--- config.mk ---
export PLATFORM = sky130hd
export DESIGN_NAME = shift_unit_iter
export DESIGN_NICKNAME = d
export VERILOG_FILES = /design/src/rtl/mips_shift_pkg.sv /design/src/rtl/shift_step.sv /design/src/rtl/shift_unit_iter.sv
export SDC_FILE = /design/constraint.sdc
export NUM_CORES = 1
export LEC_CHECK = 0
export BUFFER_PORTS_ARGS = -buffer_cell sky130_fd_sc_hd__buf_2
export CAP_MARGIN = 10
export CORE_AREA = 2 2 132 134
export CTS_CLUSTER_DIAMETER = 50
export DETAILED_ROUTE_END_ITERATION = 10
export DIE_AREA = 0 0 134 136
export PLACE_DENSITY = 0.52
export SYNTH_ARGS = -nofsm -noshare
export SYNTH_HDL_FRONTEND = slang
export SYNTH_HIERARCHICAL = 1
export SYNTH_SLANG_ARGS = --single-unit
--- constraint.sdc ---
create_clock -name clk -period 3.2 [get_ports clk]
set_clock_uncertainty 0.1 [all_clocks]
set_input_delay 0.16 -clock clk [delete_from_list [all_inputs] [get_ports clk]]
set_output_delay 0.16 -clock clk [all_outputs]
set_load 0.05 [all_outputs]
--- src/rtl/mips_shift_pkg.sv ---
// mips_shift_pkg: shared op and state encodings for the iterative shifter.
package mips_shift_pkg;
  localparam logic [1:0] OP_SLL = 2'b00;
  localparam logic [1:0] OP_SRL = 2'b01;
  localparam logic [1:0] OP_SRA = 2'b11;
  typedef enum logic [1:0] {ST_IDLE, ST_SHIFT, ST_DONE} state_e;
endpackage

--- src/rtl/shift_step.sv ---
// shift_step: shifts a value by k (1..4) bits with the fill selected by op.
module shift_step #(
  parameter int WIDTH = 32
) (
  input  logic [WIDTH-1:0] i_value,
  input  logic [1:0]       i_op,
  input  logic [2:0]       i_k,
  output logic [WIDTH-1:0] o_value
);
  import mips_shift_pkg::*;
  logic signed [WIDTH-1:0] w_sra;
  assign w_sra = $signed(i_value) >>> i_k;
  // reserved op 2'b10 falls through to the logical right shift
  assign o_value = i_op == OP_SLL ? i_value << i_k : i_op == OP_SRA ? w_sra : i_value >> i_k;
endmodule

--- src/rtl/shift_unit_iter.sv ---
// shift_unit_iter: multi-cycle SLL/SRL/SRA with start/busy/done handshake.
// Define SHIFT_UNIT_FAST4_EN to shift up to four bits per cycle instead of one.
module shift_unit_iter #(
  parameter int WIDTH   = 32,
  parameter int SHAMT_W = 5
) (
  input  logic               clk,
  input  logic               rst,
  input  logic               start,
  input  logic [1:0]         op,
  input  logic [SHAMT_W-1:0] shamt,
  input  logic [WIDTH-1:0]   a,
  output logic               busy,
  output logic               done,
  output logic [WIDTH-1:0]   result
);
  import mips_shift_pkg::*;
  state_e             r_state;
  state_e             w_next;
  logic [WIDTH-1:0]   r_work;
  logic [WIDTH-1:0]   r_result;
  logic [SHAMT_W-1:0] r_count;
  logic [1:0]         r_op;
  logic [2:0]         w_k;
  logic [SHAMT_W-1:0] w_count_nxt;
  logic [WIDTH-1:0]   w_shifted;
  logic               w_accept;
`ifdef SHIFT_UNIT_FAST4_EN
  assign w_k = r_count > SHAMT_W'(4) ? 3'd4 : r_count[2:0];
`else
  assign w_k = 3'd1;
`endif
  assign w_count_nxt = r_count - SHAMT_W'(w_k);
  assign w_accept    = start && r_state != ST_SHIFT;
  assign busy        = r_state == ST_SHIFT;
  assign done        = r_state == ST_DONE;
  assign result      = r_result;
  shift_step #(.WIDTH(WIDTH)) u_step (
    .i_value(r_work),
    .i_op   (r_op),
    .i_k    (w_k),
    .o_value(w_shifted)
  );
  always_comb begin
    w_next = ST_IDLE;
    if (w_accept) w_next = shamt == '0 ? ST_DONE : ST_SHIFT;
    else if (r_state == ST_SHIFT) w_next = w_count_nxt == '0 ? ST_DONE : ST_SHIFT;
  end
  always_ff @(posedge clk) begin
    if (rst) begin
      r_state  <= ST_IDLE;
      r_work   <= '0;
      r_count  <= '0;
      r_op     <= OP_SLL;
      r_result <= '0;
    end else begin
      r_state <= w_next;
      if (w_accept) begin
        r_work  <= a;
        r_count <= shamt;
        r_op    <= op;
        if (shamt == '0) r_result <= a;
      end else if (r_state == ST_SHIFT) begin
        r_work  <= w_shifted;
        r_count <= w_count_nxt;
        if (w_count_nxt == '0) r_result <= w_shifted;
      end
    end
  end
endmodule

==> flow_summary.json, run 1 <==
{
  "tritoncts": "yes",
  "via_per_inst": 5.73,
  "final_area_um2": 6540,
  "hpwl_mm": 12.5,
  "drtAntennaViolNets": 0,
  "cp.required_ns": 3.33,
  "setup_viol": 0,
  "htreeDepth": 3,
  "synth_cell_types": 66,
  "cp_data_arrival_time_ns": 2.70,
  "synth-seq-area-share_pct": 25.2,
  "finalCritPeriodShare_pct": 80.2,
  "worstMarginPinSlew_ns": 0.927,
  "utilization_pct": 38.8,
  "syn_area_um2": 5810,
  "grt_pass1_wl_mm": 28.9,
  "criticalPathCategory": "reg -> reg",
  "placed_area_um2": 6210,
  "track_usage_pct": 19.9,
  "cts_setup_buffers": 0,
  "start_util_pct": 34.4,
  "clock_path_buffers": 2,
  "layout_common_cells": "79 x mux2i_1, 74 x buf_2, 73 x dfxtp_1",
  "p_leak_nw": 2.69,
  "maxSlewHeadroom_pct": 38.2,
  "hp-class": "in -> reg",
  "grt_pass1_vias": 5250,
  "synth_ff_type": "dfxtp_1",
  "synth_top_family_by_area": "multiplexers",
  "boundaryPins": 76,
  "path_common_cell": "a21oi_1",
  "routedWlPerCell_um": 18.8,
  "final_cells": 958,
  "min_period_ns": 2.57,
  "synth-simple-area-share_pct": 15.9,
  "rows": 48,
  "vdd_drop_max_mv": 0.239,
  "power_density_nw_per_um2": 449,
  "final_common_cell": "mux2i_1",
  "outcome": "complete, no violations",
  "synth-seq-cells": 73,
  "dieArea_um2": 18200,
  "synth_fa_ha_area_share_pct": 0.431,
  "worst_setup_path_start_kind": "flip-flop",
  "synth_edf_count": 0,
  "nNetsFinal": 772,
  "grt_overflow": 0,
  "insertion_delay_ns": 0.35,
  "placed_cells": 939,
  "hold_violations": 0,
  "drc_errors": 0,
  "crit_chain": "or3_1 > a21oi_1 > a2111oi_0 > a31oi_1 > o21ai_0 > a21oi_1 > mux2_4",
  "synth_area_per_cell_um2": 8.38,
  "end_kind": "flip-flop",
  "portBuffers": 75,
  "rsz0062_at_grt": "false",
  "cts-root-buf": "clkbuf_16",
  "drv_cap": 0,
  "antenna_found_initial": 0,
  "fmax_mhz": 390,
  "drive_above_1_share_pct": 22.1,
  "worst_path_max_delay_cell": "or3_1",
  "synth_xor_area_share_pct": 0.151,
  "vias": 5486,
  "clk_pin_slew_ns": 0.06,
  "ys.warnings.count": 6,
  "cts_sinks": 73,
  "drt_iter0_markers": 552,
  "drv_slew": 0,
  "routabilityCongestion": 0.945,
  "grt_max_degree": 85,
  "cts-resized-gates": 0,
  "coreArea_um2": 16900,
  "drt-total-wl_mm": 18.0,
  "synthMuxAreaShare_pct": 26.0,
  "cts-hold-fix-buffers": 3,
  "async_flop_share_pct": 0,
  "synth_compound_area_share_pct": 24.9,
  "fin_setup_tns_ns": 0,
  "cts_made_buffers": 9,
  "die_h_um": 136,
  "netlist_instances": 693,
  "cp_slowest_stage_delay_ns": 0.64,
  "total_power_mw": 2.94,
  "syn_to_final_growth_pct": 12.6,
  "dieWidth_um": 134,
  "first_pass_iters": 7,
  "crit_path_max_fanout": 17,
  "diodes": 0
}
[worst paths after layout]
check / startpoint / end / slack (ns) / cells after the start
setup / recovery: r_op[0] / result[7] / 0.63 / 7
hold / removal: a[23] / r_work[23] / 0.07 / 3
hold reg to reg: r_count[4] / r_count[4] / 0.47 / 2
setup reg to reg: r_op[0] / result[7] / 0.63 / 7
[per-layer routing]
layer  track usage (%)  up-vias  part of all wire (%)
met3              3.36       24                   4.6
li1                  -     2648                     -
met2              31.5      159                    46
met4              6.09        0                   1.6
met5                 0        -                     0
met1              27.7     2655                    48
[kinds of logic (layout without fill, tap and decap cells)]
kind of cell,after synthesis,count (layout)
muxes,130,130
and+or+nand+nor,189,189
AOI/OAI and AO/OA,217,217
other,2,10
adders and majority gates,2,2
xor gates and xnor gates,1,1
buffers and inverters,79,111
DFF,73,73
[worst max-delay path, delay by kind of cell, from the launching register on]
family / cells / cell delay (ns)
compound gates: 5 / 0.85
mux: 1 / 0.27
simple gates: 1 / 0.64
flops: 1 / 0.60
[synthesized netlist by cell type, drive strengths merged, types with 3 or more instances]
cell type / n / area share (%)
nand3: 36 / 3.1
mux2: 48 / 11
a211oi: 37 / 4.8
o2111ai: 5 / 0.75
o22a: 11 / 1.7
inv: 6 / 0.39
and3: 3 / 0.32
buf: 36 / 4.5
o221ai: 4 / 0.60
o211ai: 4 / 0.52
nor2b: 34 / 3.7
o22ai: 12 / 1.5
nor3: 7 / 0.60
and2: 3 / 0.32
nor3b: 4 / 0.52
mux2i: 79 / 14
nand2b: 5 / 0.54
nand2: 31 / 2.0
a22oi: 5 / 0.65
mux4: 3 / 1.2
o21ai: 42 / 3.7
clkbuf: 36 / 2.3
a2111oi: 5 / 0.75
a31oi: 16 / 1.7
a21oi: 49 / 4.2
nor2: 57 / 3.7
dfxtp: 73 / 25
o31ai: 5 / 0.65
[sequential cells by signal (all words and copies together), names as in the netlist]
| register | flops |
|---|---|
| r_op | 2 |
| r_count | 5 |
| r_state | 2 |
| r_work | 32 |
| result | 32 |
[per-stage QoR]
stage / worst slack [ns] / hold slack (ns)
2_1_floorplan: 1.18 / 0.207
3_3_place_gp: 0.697 / 0.334
3_5_place_dp: 0.696 / 0.324
4_1_cts: 0.649 / 0.0484
5_1_grt: 0.468 / 0.0608
6_report: 0.634 / 0.0680
[layout make-up]
cell class              count  area [um^2]
repair buffers             88          508
clock inverters             6         65.1
fillers                  1765        10300
multi-input cells         549         3960
flip-flops and latches     73         1460
inverters                   7         26.3
clock buffers              10          239
well taps                 225          282
[power breakdown]
part / internal (mW) / leakage [nW] / switching (mW)
Clock: 0.627 / 0.149 / 0.434
Sequential: 0.970 / 0.598 / 0.0851
Combinational: 0.319 / 1.94 / 0.501
Total: 1.91 / 2.69 / 1.02
No activity file was read; power rests on OpenSTA's default activity.
==> run 2: changes to the inputs <==
- ABC_AREA: unset -> 1
- CORE_AREA: 2 2 132 134 -> 2 2 134 136
- DIE_AREA: 0 0 134 136 -> 0 0 136 138
- PLACE_DENSITY: 0.52 -> 0.54
- clock period: 3.2 -> 2.1 ns (I/O delays scaled with it)
==> run 2 against run 1 <==
  * Synthesized cell count rose by 51%
  * Worst setup slack got worse by 0.36 ns
  * Flip-flop and latch count did not move
  * Combinational power rose by 65%
  * Critical path depth rose by 3
==> flow_summary.json, run 2 <==
{
  "outcome": "complete, no violations",
  "first_pass_iters": 5,
  "reg2reg_from": "r_count[0]",
  "drc_errors": 0,
  "synthMuxAreaShare_pct": 0,
  "die_h_um": 138,
  "synth_cell_types": 29,
  "ys.warnings.count": 6,
  "power_density_nw_per_um2": 656,
  "crit_path_max_fanout": 42,
  "drt_iter0_markers": 705,
  "antenna_found_initial": 0,
  "grt_pass1_vias": 6156,
  "pwr-share-clk_pct": 35.2,
  "diodes": 0,
  "min-delay-start": "a[31]",
  "tritoncts": "yes",
  "netlist_top_cells_area": "dfxtp_1 25%, nand2_1 22%, nand3_1 22%, inv_1 6.8%, o21bai_1 4.0%",
  "synth_edf_count": 0,
  "fill_cells": 2009,
  "crit_chain": "inv_1 > ha_1 > inv_1 > nand2_1 > nand3_1 > nor2_1 > nand3_2 > buf_6 > a21oi_1 > nor2_1",
  "fmax_mhz": 549,
  "synth_xor_area_share_pct": 0,
  "hold_violations": 0,
  "timing.hold.ws_ns": 0.000431,
  "multi_input_area_um2": 3610,
  "final_area_um2": 6870,
  "drt-total-wl_mm": 18.6,
  "p_sw_mw": 1.62,
  "clk_pin_slew_ns": 0.07,
  "cp.required_ns": 2.23,
  "comb_power_share_pct": 30.1,
  "synth_top_area_cell": "dfxtp_1",
  "clock_path_buffers": 2,
  "p_sw_share_pct": 35.9,
  "routedWlPerCell_um": 13.8,
  "drive_above_1_share_pct": 10.6,
  "routabilityCongestion": 0.912,
  "fin_setup_tns_ns": 0,
  "nNetsFinal": 1154,
  "cp_data_arrival_time_ns": 1.96,
  "vias": 6791,
  "hp-class": "in -> reg",
  "rsz0062_at_grt": "false",
  "dieWidth_um": 136,
  "htreeDepth": 3,
  "synth_commonest_cells": "351 x nand2_1, 259 x nand3_1, 107 x inv_1",
  "final_common_cell": "nand2_1",
  "path_buf_inv": 3,
  "end_kind": "flip-flop",
  "async_flop_share_pct": 0,
  "via_per_inst": 5.05,
  "synth_compound_area_share_pct": 11.6,
  "dieArea_um2": 18800,
  "synth-seq-area-share_pct": 24.6,
  "synth.most_common_cell": "nand2_1",
  "insertion_delay_ns": 0.36,
  "p_int_mw": 2.89,
  "detailedPlace.worstSlack_ns": 0.277,
  "hpwl_mm": 12.6,
  "final_cells": 1344,
  "rows": 49,
  "grt_max_degree": 68,
  "synth_top_family_by_area": "simple AND/OR/NAND/NOR gates",
  "track_usage_pct": 19.7,
  "setup_viol": 0,
  "total_power_mw": 4.51,
  "fin_ws_ns": 0.277,
  "finalCritPeriodShare_pct": 86.8,
  "coreArea_um2": 17500,
  "syn_area_um2": 5950,
  "placed_area_um2": 6300,
  "cp_slowest_stage_delay_ns": 0.33,
  "layout_common_cells": "350 x nand2_1, 259 x nand3_1, 107 x inv_1",
  "criticalPathCategory": "reg -> reg",
  "synth-simple-area-share_pct": 48.3,
  "start_util_pct": 33.9,
  "netlist.area_leader.share_pct": 24.6,
  "worst_path_max_delay_cell": "dfxtp_1",
  "hold_depth": 5,
  "placed_cells": 1301,
  "cts_made_buffers": 9,
  "grt_pass1_wl_mm": 30.4,
  "r2r_cells": 10,
  "hold_path_end": "r_work[31]",
  "seq_power_share_pct": 34.7,
  "utilization_pct": 39.2,
  "vdd_drop_max_mv": 0.379,
  "drtAntennaViolNets": 0,
  "portBuffers": 75,
  "min_period_ns": 1.82,
  "r2r_end": "result[2]",
  "p_leak_nw": 3.89,
  "register_area_um2": 1460,
  "syn_to_final_growth_pct": 15.5,
  "cts-root-buf": "clkbuf_16",
  "synth_fa_ha_area_share_pct": 0.421,
  "boundaryPins": 76,
  "synth-seq-cells": 73,
  "netlist_instances": 1049,
  "synth_area_per_cell_um2": 5.67,
  "r2r_setup_slack_ns": 0.28,
  "worst_setup_path_start_kind": "flip-flop",
  "crit_family": "simple AND/OR/NAND/NOR gates",
  "grt_overflow": 0,
  "cts_sinks": 73,
  "drv_slew": 0,
  "synth_ff_type": "dfxtp_1",
  "drv_cap": 0,
  "cts_setup_buffers": 0
}
[run 2: cell count changes after synthesis, sizes merged, moves of 23 or more]
cell	delta
inv	+107
o21bai	+31
a211oi	-37
nor2b	-34
mux2i	-79
mux2	-48
nand3	+224
clkbuf	-25
buf	+23
nand2	+321
[run 2: power by group through the flow]
stage / Combinational [mW] / Clock [mW] / Sequential [mW]
global placement: 1.23 / 0 / 1.59
CTS: 1.27 / 1.61 / 1.56
finish: 1.35 / 1.59 / 1.56
floorplan: 0.967 / 0 / 1.62
global route: 1.53 / 1.68 / 1.57
detailed placement: 1.23 / 0 / 1.59
[run 2: logic make-up (layout without fill, tap and decap cells)]
family,Yosys count,in the layout
other,2,4
buffers and inverters,184,248
adder cells (fa/ha/maj),2,2
AND/OR/NAND/NOR,668,668
AO/OA/AOI/OAI,120,120
flip-flops,73,73
[run 2: timing repair]
| item | in CTS | in global routing |
|---|---|---|
| gates resized for setup | 0 | 1 |
| hold endpoints to repair | 27 | 0 |
| hold buffers | 27 | 0 |
| endpoints found under the setup margin | 0 | 1 |
[run 2: how the worst max path moves through the flow]
stage                     startpoint         end  depth (start not counted)
after floorplan           r_count[0]  result[23]                         11
after global placement    r_count[0]  result[16]                         11
after detailed placement  r_count[0]  result[19]                         11
after CTS                 r_count[0]   result[2]                         10
after global routing      r_count[0]   result[7]                         11
final                     r_count[0]   result[2]                         10
[run 2: worst register-to-register path, stage by stage, from the launching register on]
cell and delay (ns):
dfxtp_1 0.33, inv_1 0.10, ha_1 0.23, inv_1 0.05
nand2_1 0.08, nand3_1 0.08, nor2_1 0.13, nand3_2 0.10
buf_6 0.21, a21oi_1 0.22, nor2_1 0.07
[run 2: metal layers]
metal	global-route usage, %	routed length [um]	share of wire (%)
met4	6.47	374	2.0
met1	27.2	8730	47
met3	3.12	949	5.1
met5	0	0	0
met2	31.3	8540	46
[run 2: layout make-up]
class                      instances  area share [%]
tap                              229            4.17
sequential                        73            21.3
inverter                         114            6.34
clock buffer                      11            3.53
timing repair buffer             118            11.4
multi-input combinational        794            52.5
clock inverter                     5           0.801
==> run 3: changes to the inputs <==
- HOLD_SLACK_MARGIN: unset -> 0.1
==> run 3 against run 2 <==
  * Maximum frequency hardly changed
  * Hold slack better by 0.39 ns
  * Register-to-register slack hardly changed
  * Critical path depth stayed put
  * Clock-buffer cell count stayed put
  * Core utilization is 0.80 points higher
  * Global-route usage is 0.15 points higher
  * Non-clock buffer count is 14 higher
  * Sequential power hardly changed
==> flow_summary.json, run 3 (synthesis results as in run 2) <==
{
  "htreeDepth": 3,
  "p_sw_share_pct": 35.8,
  "drt_iter0_markers": 693,
  "pwr-share-clk_pct": 35.0,
  "rows": 49,
  "cp_slowest_stage_delay_ns": 0.33,
  "crit_path_max_fanout": 42,
  "vias": 6850,
  "drc_errors": 0,
  "seq_power_share_pct": 34.6,
  "drtAntennaViolNets": 0,
  "insertion_delay_ns": 0.35,
  "p_int_mw": 2.91,
  "comb_power_share_pct": 30.5,
  "boundaryPins": 76,
  "track_usage_pct": 19.8,
  "reg2reg_from": "r_count[0]",
  "crit_chain": "inv_1 > ha_1 > inv_1 > nand2_1 > nand3_1 > nor2_1 > nand3_2 > buf_6 > a21oi_1 > nor2_1",
  "placed_cells": 1301,
  "dieArea_um2": 18800,
  "antenna_found_initial": 0,
  "syn_to_final_growth_pct": 17.9,
  "grt_pass1_vias": 6217,
  "hold_depth": 2,
  "clock_path_buffers": 2,
  "drv_slew": 0,
  "path_buf_inv": 3,
  "r2r_end": "result[2]",
  "nNetsFinal": 1168,
  "clk_pin_slew_ns": 0.06,
  "hp-class": "reg -> reg",
  "cts_made_buffers": 9,
  "cts_setup_buffers": 0,
  "first_pass_iters": 5,
  "final_common_cell": "nand2_1",
  "finalCritPeriodShare_pct": 86.9,
  "hold_violations": 0,
  "min_period_ns": 1.82,
  "die_h_um": 138,
  "setup_viol": 0,
  "r2r_cells": 10,
  "cts_sinks": 73,
  "final_cells": 1358,
  "drive_above_1_share_pct": 10.5,
  "min-delay-start": "r_count[4]",
  "grt_pass1_wl_mm": 30.6,
  "start_util_pct": 33.9,
  "vdd_drop_max_mv": 0.379,
  "portBuffers": 75,
  "fmax_mhz": 548,
  "cp.required_ns": 2.23,
  "coreArea_um2": 17500,
  "drv_cap": 0,
  "routabilityCongestion": 0.912,
  "r2r_setup_slack_ns": 0.28,
  "p_leak_nw": 3.95,
  "hpwl_mm": 12.6,
  "via_per_inst": 5.04,
  "rsz0062_at_grt": "false",
  "outcome": "complete, no violations",
  "cts-root-buf": "clkbuf_16",
  "diodes": 0,
  "tritoncts": "yes",
  "criticalPathCategory": "reg -> reg",
  "layout_common_cells": "350 x nand2_1, 259 x nand3_1, 107 x inv_1",
  "hold_path_end": "r_count[4]",
  "p_sw_mw": 1.62,
  "end_kind": "flip-flop",
  "worst_setup_path_start_kind": "flip-flop",
  "cp_data_arrival_time_ns": 1.96,
  "routedWlPerCell_um": 13.8,
  "power_density_nw_per_um2": 645,
  "drt-total-wl_mm": 18.8,
  "dieWidth_um": 136,
  "grt_overflow": 0,
  "crit_family": "simple AND/OR/NAND/NOR gates",
  "fin_setup_tns_ns": 0,
  "grt_max_degree": 68,
  "worst_path_max_delay_cell": "dfxtp_1"
}
## run 3: cell types whose count changed in the layout (fill, tap and decap cells not counted)
cell / before / now
dlygate4sd3_1: 27 / 41
## run 3: layer usage
| metal | global-route usage, % | vias to the layer above | routed length, um | share of wire [%] |
|---|---|---|---|---|
| li1 | - | 3531 | - | - |
| met1 | 27.4 | 3128 | 8960 | 48 |
| met2 | 31.6 | 170 | 8680 | 46 |
| met3 | 3.08 | 21 | 766 | 4.1 |
| met4 | 6.47 | 0 | 349 | 1.9 |
| met5 | 0 | - | 0 | 0 |
## run 3: power by group through the flow
stage	Combinational, mW	Sequential (mW)	Clock (mW)
6_report	1.38	1.56	1.58
5_1_grt	1.55	1.57	1.68
4_1_cts	1.29	1.56	1.61
3_5_place_dp	1.23	1.59	0
3_3_place_gp	1.23	1.59	0
2_1_floorplan	0.967	1.62	0
## run 3: how the worst max path moves through the flow
| stage | depth (start not counted) | from | slack (ns) | to |
|---|---|---|---|---|
| after floorplan | 11 | r_count[0] | 0.47 | result[23] |
| after global placement | 11 | r_count[0] | 0.34 | result[16] |
| after detailed placement | 11 | r_count[0] | 0.28 | result[19] |
| after CTS | 10 | r_count[0] | 0.22 | result[2] |
| after global routing | 11 | r_count[0] | 0.11 | result[7] |
| final | 10 | r_count[0] | 0.28 | result[2] |
## run 3: worst register-to-register path: stages, from the launching register on
cell	delay, ns
dfxtp_1	0.33
inv_1	0.11
ha_1	0.22
inv_1	0.05
nand2_1	0.07
nand3_1	0.08
nor2_1	0.13
nand3_2	0.10
buf_6	0.22
a21oi_1	0.22
nor2_1	0.07
## run 3: metrics by stage
stage                     total power, mW  hold slack, ns  worst slack, ns  instance area [um^2]  utilization (%)
after detailed placement             2.82           0.219            0.277                  6300             35.9
after floorplan                      2.59          0.0741            0.471                  5950                -
after CTS                            4.47           0.385            0.223                  7010             40.0
after global routing                 4.80           0.403            0.108                  7010             40.0
after global placement               2.82           0.220            0.340                  6300             35.9
final                                4.52           0.392            0.275                  7010             40.0
## run 3: layout make-up
class,instances,area (um^2)
clock buffer,11,243
clock inverter,5,55.1
fill,1995,10500
inverter,114,435
multi-input combinational,794,3610
sequential,73,1460
tap,229,287
timing repair buffer,132,922
## run 3: timing repair
item | in CTS | in global routing
hold endpoints to repair | 72 | 0
gates resized for setup | 0 | 1
hold buffers | 41 | 0
setup endpoints to repair | 0 | 1
